`src/rtl/duck_round_ctrl.sv`:
```
// rtl/duck_round_ctrl.sv - Duck Hunt round sequencer, one step per video frame.
// Optional per-round fly-time shortening under DUCK_CTRL_DIFFICULTY_EN.
module duck_round_ctrl #(
    parameter int SHOTS_PER_DUCK  = 3,
    parameter int DUCKS_PER_ROUND = 10,
    parameter int PASS_HITS       = 6,
    parameter int FLY_FRAMES      = 300,
    parameter int FALL_FRAMES     = 60,
    parameter int ESCAPE_FRAMES   = 90
`ifdef DUCK_CTRL_DIFFICULTY_EN
    ,
    parameter int FLY_STEP        = 16,
    parameter int FLY_MIN         = 120
`endif
) (
    input  logic       frame_clk,
    input  logic       Reset,
    input  logic       start_btn,
    input  logic       click,
    input  logic       kill,
    output logic       game_active,
    output logic       duck_spawn,
    output logic [1:0] duck_state,
    output logic [1:0] shots_left,
    output logic [3:0] ducks_left,
    output logic [3:0] round_hits,
    output logic [7:0] round_num,
    output logic       game_over
);

    typedef enum logic [2:0] {
        S_IDLE   = 3'd0,
        S_SPAWN  = 3'd1,
        S_FLY    = 3'd2,
        S_FALL   = 3'd3,
        S_ESCAPE = 3'd4,
        S_TALLY  = 3'd5,
        S_OVER   = 3'd6
    } state_t;

    localparam logic [15:0] FALL_LAST   = 16'(FALL_FRAMES - 1);
    localparam logic [15:0] ESCAPE_LAST = 16'(ESCAPE_FRAMES - 1);

    state_t      r_state;
    logic [15:0] r_timer;
    logic        r_start_prev;
    logic        r_click_prev;
    logic        r_kill_prev;
    logic        r_game_active;
    logic        r_duck_spawn;
    logic [1:0]  r_duck_state;
    logic [1:0]  r_shots_left;
    logic [3:0]  r_ducks_left;
    logic [3:0]  r_round_hits;
    logic [7:0]  r_round_num;
    logic        r_game_over;

    logic        w_start_rise;
    logic        w_click_rise;
    logic        w_kill_rise;
    logic [15:0] w_fly_limit;
    logic        w_fly_timeout;
    logic        w_anim_done;

    assign w_start_rise = start_btn & ~r_start_prev;
    assign w_click_rise = click & ~r_click_prev;
    assign w_kill_rise  = kill & ~r_kill_prev;

`ifdef DUCK_CTRL_DIFFICULTY_EN
    // Signed 17-bit so a late round drives the difference negative and clamps to the floor.
    logic signed [16:0] w_round_m1;
    logic signed [16:0] w_fly_calc;
    assign w_round_m1  = $signed({9'd0, r_round_num}) - 17'sd1;
    assign w_fly_calc  = $signed(17'(FLY_FRAMES)) - w_round_m1 * $signed(17'(FLY_STEP));
    assign w_fly_limit = (w_fly_calc < $signed(17'(FLY_MIN))) ? 16'(FLY_MIN) : w_fly_calc[15:0];
`else
    assign w_fly_limit = 16'(FLY_FRAMES);
`endif

    assign w_fly_timeout = (r_timer == w_fly_limit - 16'd1);
    assign w_anim_done   = (r_timer == ((r_state == S_FALL) ? FALL_LAST : ESCAPE_LAST));

    assign game_active = r_game_active;
    assign duck_spawn  = r_duck_spawn;
    assign duck_state  = r_duck_state;
    assign shots_left  = r_shots_left;
    assign ducks_left  = r_ducks_left;
    assign round_hits  = r_round_hits;
    assign round_num   = r_round_num;
    assign game_over   = r_game_over;

    always_ff @(posedge frame_clk or posedge Reset) begin
        if (Reset) begin
            r_state       <= S_IDLE;
            r_timer       <= '0;
            r_start_prev  <= 1'b1;
            r_click_prev  <= 1'b1;
            r_kill_prev   <= 1'b1;
            r_game_active <= 1'b0;
            r_duck_spawn  <= 1'b0;
            r_duck_state  <= 2'd0;
            r_shots_left  <= 2'd0;
            r_ducks_left  <= 4'd0;
            r_round_hits  <= 4'd0;
            r_round_num   <= 8'd0;
            r_game_over   <= 1'b0;
        end else begin
            r_start_prev <= start_btn;
            r_click_prev <= click;
            r_kill_prev  <= kill;
            r_timer      <= r_timer + 16'd1;
            r_duck_spawn <= 1'b0;
            case (r_state)
                S_IDLE: begin
                    if (w_start_rise) begin
                        r_state       <= S_SPAWN;
                        r_timer       <= '0;
                        r_round_num   <= 8'd1;
                        r_ducks_left  <= 4'(DUCKS_PER_ROUND);
                        r_round_hits  <= 4'd0;
                        r_game_active <= 1'b1;
                        r_duck_spawn  <= 1'b1;
                    end
                end
                S_SPAWN: begin
                    r_state      <= S_FLY;
                    r_timer      <= '0;
                    r_shots_left <= 2'(SHOTS_PER_DUCK);
                    r_duck_state <= 2'd1;
                end
                S_FLY: begin
                    // A hit wins over everything; a click in the same frame still spends a shot.
                    if (w_kill_rise) begin
                        r_state      <= S_FALL;
                        r_timer      <= '0;
                        r_duck_state <= 2'd2;
                        if (r_round_hits != 4'hf)
                            r_round_hits <= r_round_hits + 4'd1;
                        if (w_click_rise && r_shots_left != 2'd0)
                            r_shots_left <= r_shots_left - 2'd1;
                    end else if (r_shots_left == 2'd0 || w_fly_timeout) begin
                        r_state      <= S_ESCAPE;
                        r_timer      <= '0;
                        r_duck_state <= 2'd3;
                    end else if (w_click_rise) begin
                        r_shots_left <= r_shots_left - 2'd1;
                    end
                end
                S_FALL, S_ESCAPE: begin
                    if (w_anim_done) begin
                        r_timer      <= '0;
                        r_duck_state <= 2'd0;
                        r_ducks_left <= r_ducks_left - 4'd1;
                        if (r_ducks_left == 4'd1) begin
                            r_state <= S_TALLY;
                        end else begin
                            r_state      <= S_SPAWN;
                            r_duck_spawn <= 1'b1;
                        end
                    end
                end
                S_TALLY: begin
                    r_timer <= '0;
                    if (int'(r_round_hits) >= PASS_HITS) begin
                        r_state      <= S_SPAWN;
                        r_duck_spawn <= 1'b1;
                        r_ducks_left <= 4'(DUCKS_PER_ROUND);
                        r_round_hits <= 4'd0;
                        if (r_round_num != 8'hff)
                            r_round_num <= r_round_num + 8'd1;
                    end else begin
                        r_state     <= S_OVER;
                        r_game_over <= 1'b1;
                    end
                end
                S_OVER: begin
                    // game_active stays high here so the canvas keeps showing the score.
                    if (w_start_rise) begin
                        r_state       <= S_IDLE;
                        r_timer       <= '0;
                        r_game_active <= 1'b0;
                        r_game_over   <= 1'b0;
                    end
                end
                default: begin
                    r_state       <= S_IDLE;
                    r_timer       <= '0;
                    r_game_active <= 1'b0;
                    r_game_over   <= 1'b0;
                    r_duck_state  <= 2'd0;
                end
            endcase
        end
    end

endmodule
```
`config.mk`:
```
export PLATFORM = sky130hd
export DESIGN_NAME = duck_round_ctrl
export DESIGN_NICKNAME = d
export VERILOG_FILES = /design/src/rtl/duck_round_ctrl.sv
export SDC_FILE = /design/constraint.sdc
export NUM_CORES = 1
export LEC_CHECK = 0
export BUFFER_PORTS_ARGS = -buffer_cell sky130_fd_sc_hd__clkbuf_2
export CAP_MARGIN = 20
export CORE_AREA = 2 2 70 72
export CTS_CLUSTER_DIAMETER = 40
export DETAILED_ROUTE_END_ITERATION = 8
export DIE_AREA = 0 0 72 74
export PLACE_DENSITY_LB_ADDON = 0.05
export SLEW_MARGIN = 20
export SYNTH_ARGS = -nofsm -noshare
export SYNTH_HDL_FRONTEND = slang
export SYNTH_SLANG_ARGS = --single-unit
```
`constraint.sdc`:
```
create_clock -name frame_clk -period 3.4 [get_ports frame_clk]
set_input_delay 0.34 -clock frame_clk [delete_from_list [all_inputs] [get_ports frame_clk]]
set_output_delay 0.34 -clock frame_clk [all_outputs]
set_load 0.1 [all_outputs]
```
==> run_results.csv, run 1 <==
group,metric,value,unit
drt,vias_per_cell,5.74,
synthesis,synth.distinct_cells,49,
clock_tree,clkSinkCount,45,
timing,max_slew_margin,0.526,
placed_design,place_ws,0.777,ns
clock_tree,numCtsBuffers,5,
timing,tightest_slew,0.702,ns
final_layout,nets,316,
clock_tree,cts-resized-gates,0,
power_and_ir_drop,seq_power_share,0.362,
clock_tree,htreeDepth,2,
clock_tree,tritoncts,"built",
clock_tree,cts_setup_buffers,0,
final_layout,multiInputGateArea,1320,um2
final_layout,area_growth,11.3,%
synthesis,synth-edff-count,0,
drt,drc,0,
synthesis,synth_warnings,0,
power_and_ir_drop,leakage,1.28,nW
min_path,hold_path.class,"input port to asynchronous set/reset pin",
power_and_ir_drop,p_comb_frac,0.488,
timing,period_minus_slack,2.66,ns
clock_tree,holdBufCountCts,0,
timing,timing_max_transition_violations_final,0,
placed_design,dp_hpwl,3930,um
clock_tree,clkLatencyLatePin,0.29,ns
drt,detail_route.iter0.violations,126,
global_routing,grt_pass1_wl,9060,um
clock_tree,clkSlewWorstSetupHoldPaths,0.08,ns
floorplan,rows,25,
status,status,"completed",
timing,hold_viol_final,0,
clock_tree,cts_root_buf,"clkbuf_8",
timing,fmax,376,MHz
drt,drt-total-wl,5310,um
floorplan,start_util,0.550,
critical_path,worstSetupPathType,"flip-flop to flip-flop",
power_and_ir_drop,pwr-share-clk,0.150,
global_routing,antenna_found_initial,0,
critical_path,start_kind,"flip-flop",
final_layout,drive_gt1_frac,0.161,
critical_path,r2r_cells,6,
flow_run,max_cap_violations,0,
floorplan,dieArea,5330,um2
global_routing,grt_max_degree,27,
timing,tns,0,ns
floorplan,die_h,74,um
critical_path,cp_max_fo,8,
synthesis,synth.cell_area,2530,um2
global_routing,grt_pass1_vias,1861,
power_and_ir_drop,switching_power,0.00107,W
final_layout,antennaDiodeCount,0,
timing,skew,0.00603,ns
drt,num_vias,2061,
power_and_ir_drop,p_sw_frac,0.509,
power_and_ir_drop,intPower,0.00103,W
clock_tree,clk_path_buf_depth,2,
synthesis,synth-main-ff-cell,"dfrtp_1",
drt,first_pass_iters,5,
floorplan,num_io_pins,28,
synthesis,syn_nets,284,
placed_design,io_buffer_count,27,
synthesis,syn_inst,272,
floorplan,core,4600,um2
global_routing,overflow,0,
floorplan,die_w,72,um
drt,antenna_left,0,
power_and_ir_drop,power.density,743,nW/um2
power_and_ir_drop,total_power,0.00209,W
critical_path,cp.arrival,2.88,ns
critical_path,worstPathRequired,3.62,ns
drt,wl_per_cell,14.8,um
synthesis,synth_async_sr_flop_share,1.00,
synthesis,syn_area_per_cell,9.30,um2
timing,layout_setup_ws,0.742,ns
placed_design,globalplace.congestion,0.824,
synthesis,seq_area_frac_synth,0.447,
synthesis,ys_ff_latch,45,
timing,rsz0062_at_grt,"false",
final_layout,fillers,412,
global_routing,grt.total_usage,0.219,
timing,fin_crit_sh,0.782,
timing,setup_viol,0,
final_layout,regArea,1130,um2
power_and_ir_drop,irDropWorstVdd,0.301,mV
critical_path,critPathCaptureType,"flip-flop",
==> power by group through the flow <==
stage | clock, W | sequential, W | combinational [W]
6_report | 0.000315 | 0.000757 | 0.00102
4_1_cts | 0.000326 | 0.000756 | 0.00103
2_1_floorplan | 0 | 0.00112 | 0.000463
3_3_place_gp | 0 | 0.000764 | 0.00102
5_1_grt | 0.000343 | 0.000778 | 0.00111
3_5_place_dp | 0 | 0.000767 | 0.00102
==> routing by layer <==
layer  vias to the layer above  track usage  share of wire
met5                         -            0              0
met4                         0       0.0692          0.016
met3                         9       0.0474          0.042
met2                        50        0.357           0.49
met1                       973        0.295           0.46
li1                       1029            -              -
==> per-stage QoR <==
step	hold WS, ns	util	instance area, um2	instances
floorplan	0.344	-	2530	272
global placement	0.369	0.595	2740	351
detailed placement	0.369	0.595	2740	351
CTS	0.0478	0.612	2820	359
global route	0.0666	0.612	2820	359
finish	0.0355	0.612	2820	359
==> critical path, cell delays in order (launching register included) <==
cell       delay [ns]
dfrtp_1          0.43
or4b_4           0.58
nor4b_1          0.65
a21boi_1         0.27
a2111oi_4        0.33
buf_4            0.22
o2bb2ai_1        0.12
==> cells by family (layout without fill, tap and decap cells) <==
kind of cell / count (synthesis) / after routing / synth area share
AND/OR/NAND/NOR: 125 / 125 / 0.266
adder cells (fa/ha/maj): 7 / 7 / 0.0346
buffers and inverters: 18 / 51 / 0.0297
flip-flops: 45 / 45 / 0.447
multiplexers: 5 / 5 / 0.0203
XOR/XNOR: 18 / 18 / 0.0623
AO/OA/AOI/OAI: 54 / 54 / 0.141
==> state kept, by name (all words and copies together) (netlist names), 2 cells and up <==
name and count:
duck_state 2, r_state 3, shots_left 2, round_hits 4, ducks_left 4, r_timer 16, round_num 8
==> cell usage after synthesis (4+ instances only) <==
cell type / number / area share
and2_1: 4 / 0.0099
inv_1: 11 / 0.016
nor3b_1: 4 / 0.012
xnor2_1: 8 / 0.028
clkbuf_1: 6 / 0.0089
nor2b_1: 7 / 0.017
dfrtp_1: 42 / 0.42
o21ai_0: 19 / 0.038
nand3_1: 14 / 0.028
xor2_1: 10 / 0.035
ha_1: 7 / 0.035
nor2_1: 33 / 0.049
a21oi_1: 14 / 0.028
nand2_1: 24 / 0.036
and3_1: 5 / 0.012
nor3_1: 6 / 0.012
and4_1: 4 / 0.014
mux2i_1: 4 / 0.016
nand4_1: 7 / 0.017
==> worst paths after layout <==
| path | start | end | slack, ns |
|---|---|---|---|
| worst max-delay path | r_timer[9]$_DFF_PP0_ | r_state[2]$_DFFE_PP0P_ | 0.74 |
| worst min register to register | r_timer[0]$_DFF_PP0_ | r_timer[0]$_DFF_PP0_ | 0.49 |
| worst max register to register | r_timer[9]$_DFF_PP0_ | r_state[2]$_DFFE_PP0P_ | 0.74 |
| worst min-delay path | Reset | game_over$_DFFE_PP0P_ | 0.04 |
| min in group frame_clk | click | r_click_prev$_DFF_PP1_ | 0.13 |
| max in group asynchronous | Reset | r_timer[1]$_DFF_PP0_ | 2.63 |
==> cell type report <==
class	count	share of cell area
clock buffer	8	0.0284
inverter	11	0.0147
multi-input combinational	209	0.470
sequential	45	0.401
tap	54	0.0240
timing repair buffer	32	0.0613
==> cell usage in the layout (no fill, tap or decap), types with 2 or more instances in the layout <==
cell type  synthesis  final
nand4_1            7      7
nand3b_1           3      3
dfstp_2            3      3
mux2i_1            4      4
dfrtp_1           42     42
and3_1             5      5
xor2_1            10     10
o2bb2ai_1          2      2
nand3_1           14     14
nor3_1             6      6
a31oi_1            3      3
a21oi_1           14     14
o21ai_0           19     19
nor2_1            33     33
clkbuf_1           6      3
nor2b_1            7      7
and4_1             4      4
clkbuf_8           0      5
nor4_1             2      2
xnor2_1            8      8
a211oi_1           2      2
a21o_1             2      2
nor3b_1            4      4
and2_1             4      4
nand2_1           24     24
ha_1               7      7
inv_1             11     10
nor4b_1            2      2
buf_4              0      5
nand2b_1           3      3
clkbuf_2           0     27
No activity file was read; power rests on OpenSTA's default activity.
==> run 2: changes to the inputs <==
--- a/config.mk
+++ b/config.mk
@@ -7,10 +7,10 @@
 export LEC_CHECK = 0
 export BUFFER_PORTS_ARGS = -buffer_cell sky130_fd_sc_hd__clkbuf_2
 export CAP_MARGIN = 20
-export CORE_AREA = 2 2 70 72
+export CORE_AREA = 2 2 73 75
 export CTS_CLUSTER_DIAMETER = 40
 export DETAILED_ROUTE_END_ITERATION = 8
-export DIE_AREA = 0 0 72 74
+export DIE_AREA = 0 0 75 77
 export PLACE_DENSITY_LB_ADDON = 0.05
 export SLEW_MARGIN = 20
 export SYNTH_ARGS = -nofsm -noshare
==> constraint.sdc (replaced) <==
create_clock -name frame_clk -period 2.4 [get_ports frame_clk]
set_input_delay 0.24 -clock frame_clk [delete_from_list [all_inputs] [get_ports frame_clk]]
set_output_delay 0.24 -clock frame_clk [all_outputs]
set_load 0.1 [all_outputs]
==> run_results.csv, run 2 (same netlist as run 1, synthesis figures left out) <==
group,metric,value,unit
critical_path,critPathCaptureType,"flip-flop",
final_layout,fin_area,2950,um2
placed_design,place_ws,0.0312,ns
clock_tree,cts_root_buf,"clkbuf_8",
final_layout,fillers,461,
floorplan,start_util,0.508,
floorplan,core,4980,um2
clock_tree,cts_setup_buffers,0,
power_and_ir_drop,total_power,0.00304,W
power_and_ir_drop,p_sw_frac,0.508,
clock_tree,tritoncts,"built",
min_path,min_from,"click",
timing,period_minus_slack,2.29,ns
final_layout,regMostFlops,"r_timer",
critical_path,cp.arrival,2.47,ns
final_layout,nets,329,
timing,rsz0062_at_grt,"false",
power_and_ir_drop,irDropWorstVdd,0.453,mV
power_and_ir_drop,power.density,1030,nW/um2
drt,antenna_left,0,
timing,setup_viol,0,
critical_path,cp_max_fo,16,
timing,max_slew_margin,0.642,
final_layout,final_cell_mix,"39 x dfrtp_1, 33 x nor2_1, 27 x clkbuf_2",
critical_path,slowest_stage,"or4b_4",
timing,skew,0.0136,ns
critical_path,ff2ff_setup_slack,0.11,ns
clock_tree,numCtsBuffers,5,
final_layout,regArea,1130,um2
timing,whs,0.0330,ns
timing,layout_setup_ws,0.111,ns
floorplan,die_w,75,um
final_layout,drive_gt1_frac,0.211,
placed_design,dp_hpwl,4170,um
drt,wl_per_cell,14.4,um
power_and_ir_drop,leakage,1.35,nW
power_and_ir_drop,p_comb_frac,0.505,
final_layout,final_common_cell,"dfrtp_1",
drt,first_pass_iters,4,
critical_path,regToRegStartpoint,"r_timer[9]$_DFF_PP0_",
timing,hold_viol_final,0,
critical_path,path_cells,"or4b_4 -> nor4_4 -> o21ai_2 -> a2111oi_4 -> buf_6 -> nor2_1",
power_and_ir_drop,switching_power,0.00154,W
drt,vias_per_cell,5.56,
global_routing,grt_pass1_vias,1948,
timing,fmax,437,MHz
final_layout,largest_register_ffs,16,
timing,fin_crit_sh,0.954,
placed_design,io_buffer_count,27,
floorplan,die_h,77,um
final_layout,antennaDiodeCount,0,
critical_path,cpPeakStageDelay,0.57,ns
global_routing,antenna_found_initial,0,
final_layout,area_growth,16.7,%
final_layout,multiInputGateArea,1330,um2
min_path,hold_path.class,"input port to flip-flop",
drt,detail_route.iter0.violations,117,
placed_design,placedInstanceArea,2850,um2
flow_run,max_cap_violations,0,
drt,num_vias,2159,
global_routing,overflow,0,
placed_design,globalplace.congestion,0.861,
drt,drc,0,
critical_path,worstSetupPathType,"flip-flop to flip-flop",
critical_path,crit_buf_inv,1,
critical_path,start_kind,"flip-flop",
floorplan,num_io_pins,28,
critical_path,reg2reg_to,"r_timer[12]$_DFF_PP0_",
clock_tree,htreeDepth,2,
drt,drt-total-wl,5600,um
power_and_ir_drop,seq_power_share,0.344,
power_and_ir_drop,intPower,0.00150,W
clock_tree,clkSinkCount,45,
floorplan,dieArea,5780,um2
global_routing,grt_max_degree,27,
floorplan,rows,26,
critical_path,worstPathRequired,2.58,ns
critical_path,cp_top_family,"simple AND/OR/NAND/NOR gates",
global_routing,grt.total_usage,0.211,
min_path,min_to,"r_click_prev$_DFF_PP1_",
clock_tree,clkSlewWorstSetupHoldPaths,0.07,ns
status,status,"completed",
timing,tightest_slew,0.536,ns
clock_tree,clk_path_buf_depth,2,
clock_tree,clkLatencyLatePin,0.30,ns
min_path,min_path_cells,1,
timing,timing_max_transition_violations_final,0,
power_and_ir_drop,pwr-share-clk,0.150,
critical_path,r2r_cells,6,
global_routing,grt_pass1_wl,9500,um
timing,tns,0,ns
## run 2: cell type report
cell class                      count  area share
Clock buffer                        7      0.0259
Clock inverter                      1     0.00170
Inverter                           11      0.0140
Multi-Input combinational cell    209       0.451
Sequential cell                    45       0.384
Tap cell                           70      0.0297
Timing Repair Buffer               45      0.0937
## run 2: how the worst max path moves through the flow
stage | startpoint | depth (start not counted) | endpoint | slack (ns)
4_1_cts | r_timer[9]$_DFF_PP0_ | 6 | r_timer[12]$_DFF_PP0_ | 0.009
5_1_grt | r_timer[3]$_DFF_PP0_ | 6 | r_timer[3]$_DFF_PP0_ | 0.01
2_1_floorplan | r_timer[12]$_DFF_PP0_ | 6 | r_timer[15]$_DFF_PP0_ | 0.006
3_3_place_gp | r_timer[12]$_DFF_PP0_ | 6 | r_timer[6]$_DFF_PP0_ | 0.11
3_5_place_dp | r_timer[12]$_DFF_PP0_ | 6 | r_timer[12]$_DFF_PP0_ | 0.03
6_report | r_timer[9]$_DFF_PP0_ | 6 | r_timer[12]$_DFF_PP0_ | 0.11
## run 2: repair_timing
item / CTS / global route
hold buffers: 1 / 0
setup endpoints to repair: 0 / 16
resized for setup: 0 / 2
hold endpoints to repair: 23 / 0
## run 2: layer usage
| layer | wire [um] | GRT usage |
|---|---|---|
| met5 | 0 | 0 |
| met4 | 82 | 0.0643 |
| met2 | 2730 | 0.321 |
| met1 | 2520 | 0.300 |
| met3 | 268 | 0.0434 |
## run 2: power by group through the flow
stage	logic, W	registers [W]	clock network [W]
2_1_floorplan	0.000655	0.00159	0
3_3_place_gp	0.00151	0.00105	0
3_5_place_dp	0.00152	0.00106	0
4_1_cts	0.00153	0.00104	0.000470
5_1_grt	0.00165	0.00107	0.000507
6_report	0.00153	0.00105	0.000457
## run 2: per-stage QoR
step	std cells	util
after floorplan	272	-
after global placement	379	0.572
after detailed placement	379	0.572
after CTS	388	0.591
after global routing	388	0.593
final	388	0.593
==> run 3: changes to the inputs <==
--- a/config.mk
+++ b/config.mk
@@ -5,12 +5,12 @@
 export SDC_FILE = /design/constraint.sdc
 export NUM_CORES = 1
 export LEC_CHECK = 0
-export BUFFER_PORTS_ARGS = -buffer_cell sky130_fd_sc_hd__clkbuf_2
+export BUFFER_PORTS_ARGS = -buffer_cell sky130_fd_sc_hd__buf_2
 export CAP_MARGIN = 20
-export CORE_AREA = 2 2 73 75
+export CORE_AREA = 8 8 79 81
 export CTS_CLUSTER_DIAMETER = 40
 export DETAILED_ROUTE_END_ITERATION = 8
-export DIE_AREA = 0 0 75 77
+export DIE_AREA = 0 0 87 89
 export PLACE_DENSITY_LB_ADDON = 0.05
 export SLEW_MARGIN = 20
 export SYNTH_ARGS = -nofsm -noshare
==> run_results.csv, run 3 (same netlist as run 1, synthesis figures left out) <==
group,metric,value,unit
critical_path,ff2ff_setup_slack,0.12,ns
critical_path,cp_max_fo,7,
power_and_ir_drop,switching_power,0.00156,W
floorplan,die_w,87,um
critical_path,slowest_stage,"or4b_4",
critical_path,worstPathRequired,2.59,ns
drt,detail_route.iter0.violations,162,
drt,wl_per_cell,14.8,um
drt,drc,0,
clock_tree,clk_path_buf_depth,2,
final_layout,drive_gt1_frac,0.219,
final_layout,area_growth,18.5,%
critical_path,regToRegStartpoint,"r_timer[9]$_DFF_PP0_",
timing,period_minus_slack,2.28,ns
final_layout,final_common_cell,"dfrtp_1",
final_layout,antennaDiodeCount,0,
critical_path,cp.arrival,2.47,ns
placed_design,globalplace.congestion,0.829,
clock_tree,cts_setup_buffers,0,
floorplan,rows,26,
final_layout,final_cell_mix,"39 x dfrtp_1, 33 x nor2_1, 27 x buf_2",
critical_path,path_cells,"or4b_4 -> nor4b_2 -> a21boi_1 -> a2111oi_4 -> buf_4 -> nor2_1",
critical_path,start_kind,"flip-flop",
drt,drt-total-wl,5750,um
power_and_ir_drop,total_power,0.00322,W
timing,fin_crit_sh,0.950,
drt,vias_per_cell,5.47,
global_routing,grt.total_usage,0.163,
power_and_ir_drop,seq_power_share,0.323,
placed_design,placedInstanceArea,2850,um2
critical_path,r2r_cells,6,
global_routing,antenna_found_initial,0,
power_and_ir_drop,leakage,1.37,nW
min_path,min_to,"r_click_prev$_DFF_PP1_",
final_layout,nets,330,
floorplan,core,4980,um2
final_layout,finalNonFillerCells,389,
min_path,min_from,"click",
placed_design,dp_hpwl,4320,um
critical_path,critPathCaptureType,"flip-flop",
power_and_ir_drop,pwr-share-clk,0.186,
drt,first_pass_iters,4,
timing,rsz0062_at_grt,"false",
timing,max_slew_margin,0.674,
timing,layout_setup_ws,0.120,ns
floorplan,start_util,0.508,
power_and_ir_drop,irDropWorstVdd,0.446,mV
critical_path,worstSetupPathType,"flip-flop to flip-flop",
critical_path,reg2reg_to,"r_timer[12]$_DFF_PP0_",
placed_design,dp_cells,379,
critical_path,crit_cells,6,
clock_tree,tritoncts,"built",
timing,timing_max_transition_violations_final,0,
status,status,"completed",
floorplan,num_io_pins,28,
final_layout,fillers,449,
timing,setup_viol,0,
global_routing,grt_max_degree,30,
final_layout,regMostFlops,"r_timer",
critical_path,cp_top_family,"simple AND/OR/NAND/NOR gates",
clock_tree,clkLatencyLatePin,0.30,ns
final_layout,largest_register_ffs,16,
timing,tightest_slew,0.492,ns
drt,num_vias,2129,
timing,fmax,439,MHz
flow_run,max_cap_violations,0,
global_routing,overflow,0,
clock_tree,clkSinkCount,45,
clock_tree,numCtsBuffers,5,
timing,hold_viol_final,0,
min_path,hold_path.class,"input port to flip-flop",
timing,skew,0.00983,ns
timing,tns,0,ns
power_and_ir_drop,intPower,0.00166,W
global_routing,grt_pass1_vias,2148,
floorplan,dieArea,7740,um2
power_and_ir_drop,power.density,1070,nW/um2
power_and_ir_drop,p_sw_frac,0.484,
min_path,min_path_cells,1,
placed_design,place_ws,0.00761,ns
power_and_ir_drop,p_comb_frac,0.491,
global_routing,grt_pass1_wl,9990,um
final_layout,fin_area,3000,um2
critical_path,crit_buf_inv,1,
floorplan,die_h,89,um
critical_path,cpPeakStageDelay,0.57,ns
drt,antenna_left,0,
clock_tree,clkSlewWorstSetupHoldPaths,0.08,ns
clock_tree,htreeDepth,2,
clock_tree,cts_root_buf,"clkbuf_8",
placed_design,io_buffer_count,27,
-- run 3: worst max-delay path by stage --
stage | endpoint | startpoint
after floorplan | r_timer[15]$_DFF_PP0_ | r_timer[12]$_DFF_PP0_
after global placement | r_state[2]$_DFFE_PP0P_ | r_timer[12]$_DFF_PP0_
after detailed placement | r_state[2]$_DFFE_PP0P_ | r_timer[9]$_DFF_PP0_
after CTS | r_state[2]$_DFFE_PP0P_ | r_timer[12]$_DFF_PP0_
after global routing | r_timer[3]$_DFF_PP0_ | r_timer[9]$_DFF_PP0_
final | r_timer[12]$_DFF_PP0_ | r_timer[9]$_DFF_PP0_
-- run 3: power groups by stage --
stage	combinational [W]	clock [W]	sequential, W
after floorplan	0.000655	0	0.00159
after global placement	0.00154	0	0.00105
after detailed placement	0.00154	0	0.00105
after CTS	0.00155	0.000625	0.00104
after global routing	0.00172	0.000653	0.00106
final	0.00158	0.000598	0.00104
-- run 3: timing repair --
item                                    4_1_cts  5_1_grt
gates resized for setup                       1        3
endpoints found under the setup margin        1       14
hold buffers                                  1        0
pin swaps                                     0        2
hold endpoints to repair                     15        0
cloned                                        0        1
-- run 3: layout make-up --
cell class              count  area (um2)  share of cell area
inverters                  11        41.3              0.0138
clock inverters             2        37.5              0.0125
well taps                  70        87.6              0.0292
flip-flops and latches     45        1130               0.378
repair buffers             46         284              0.0948
multi-input cells         209        1330               0.444
clock buffers               6        82.6              0.0276
-- run 3: per-layer routing --
metal	part of all wire	GRT usage
met1	0.44	0.190
met2	0.51	0.292
met3	0.041	0.0377
met4	0.0099	0.0438
met5	0	0
-- run 3: stage by stage --
stage | hold WS, ns | util
finish | 0.0450 | 0.602
global route | 0.0281 | 0.602
CTS | 0.0331 | 0.600
detailed placement | 0.236 | 0.572
global placement | 0.225 | 0.572
floorplan | 0.244 | -
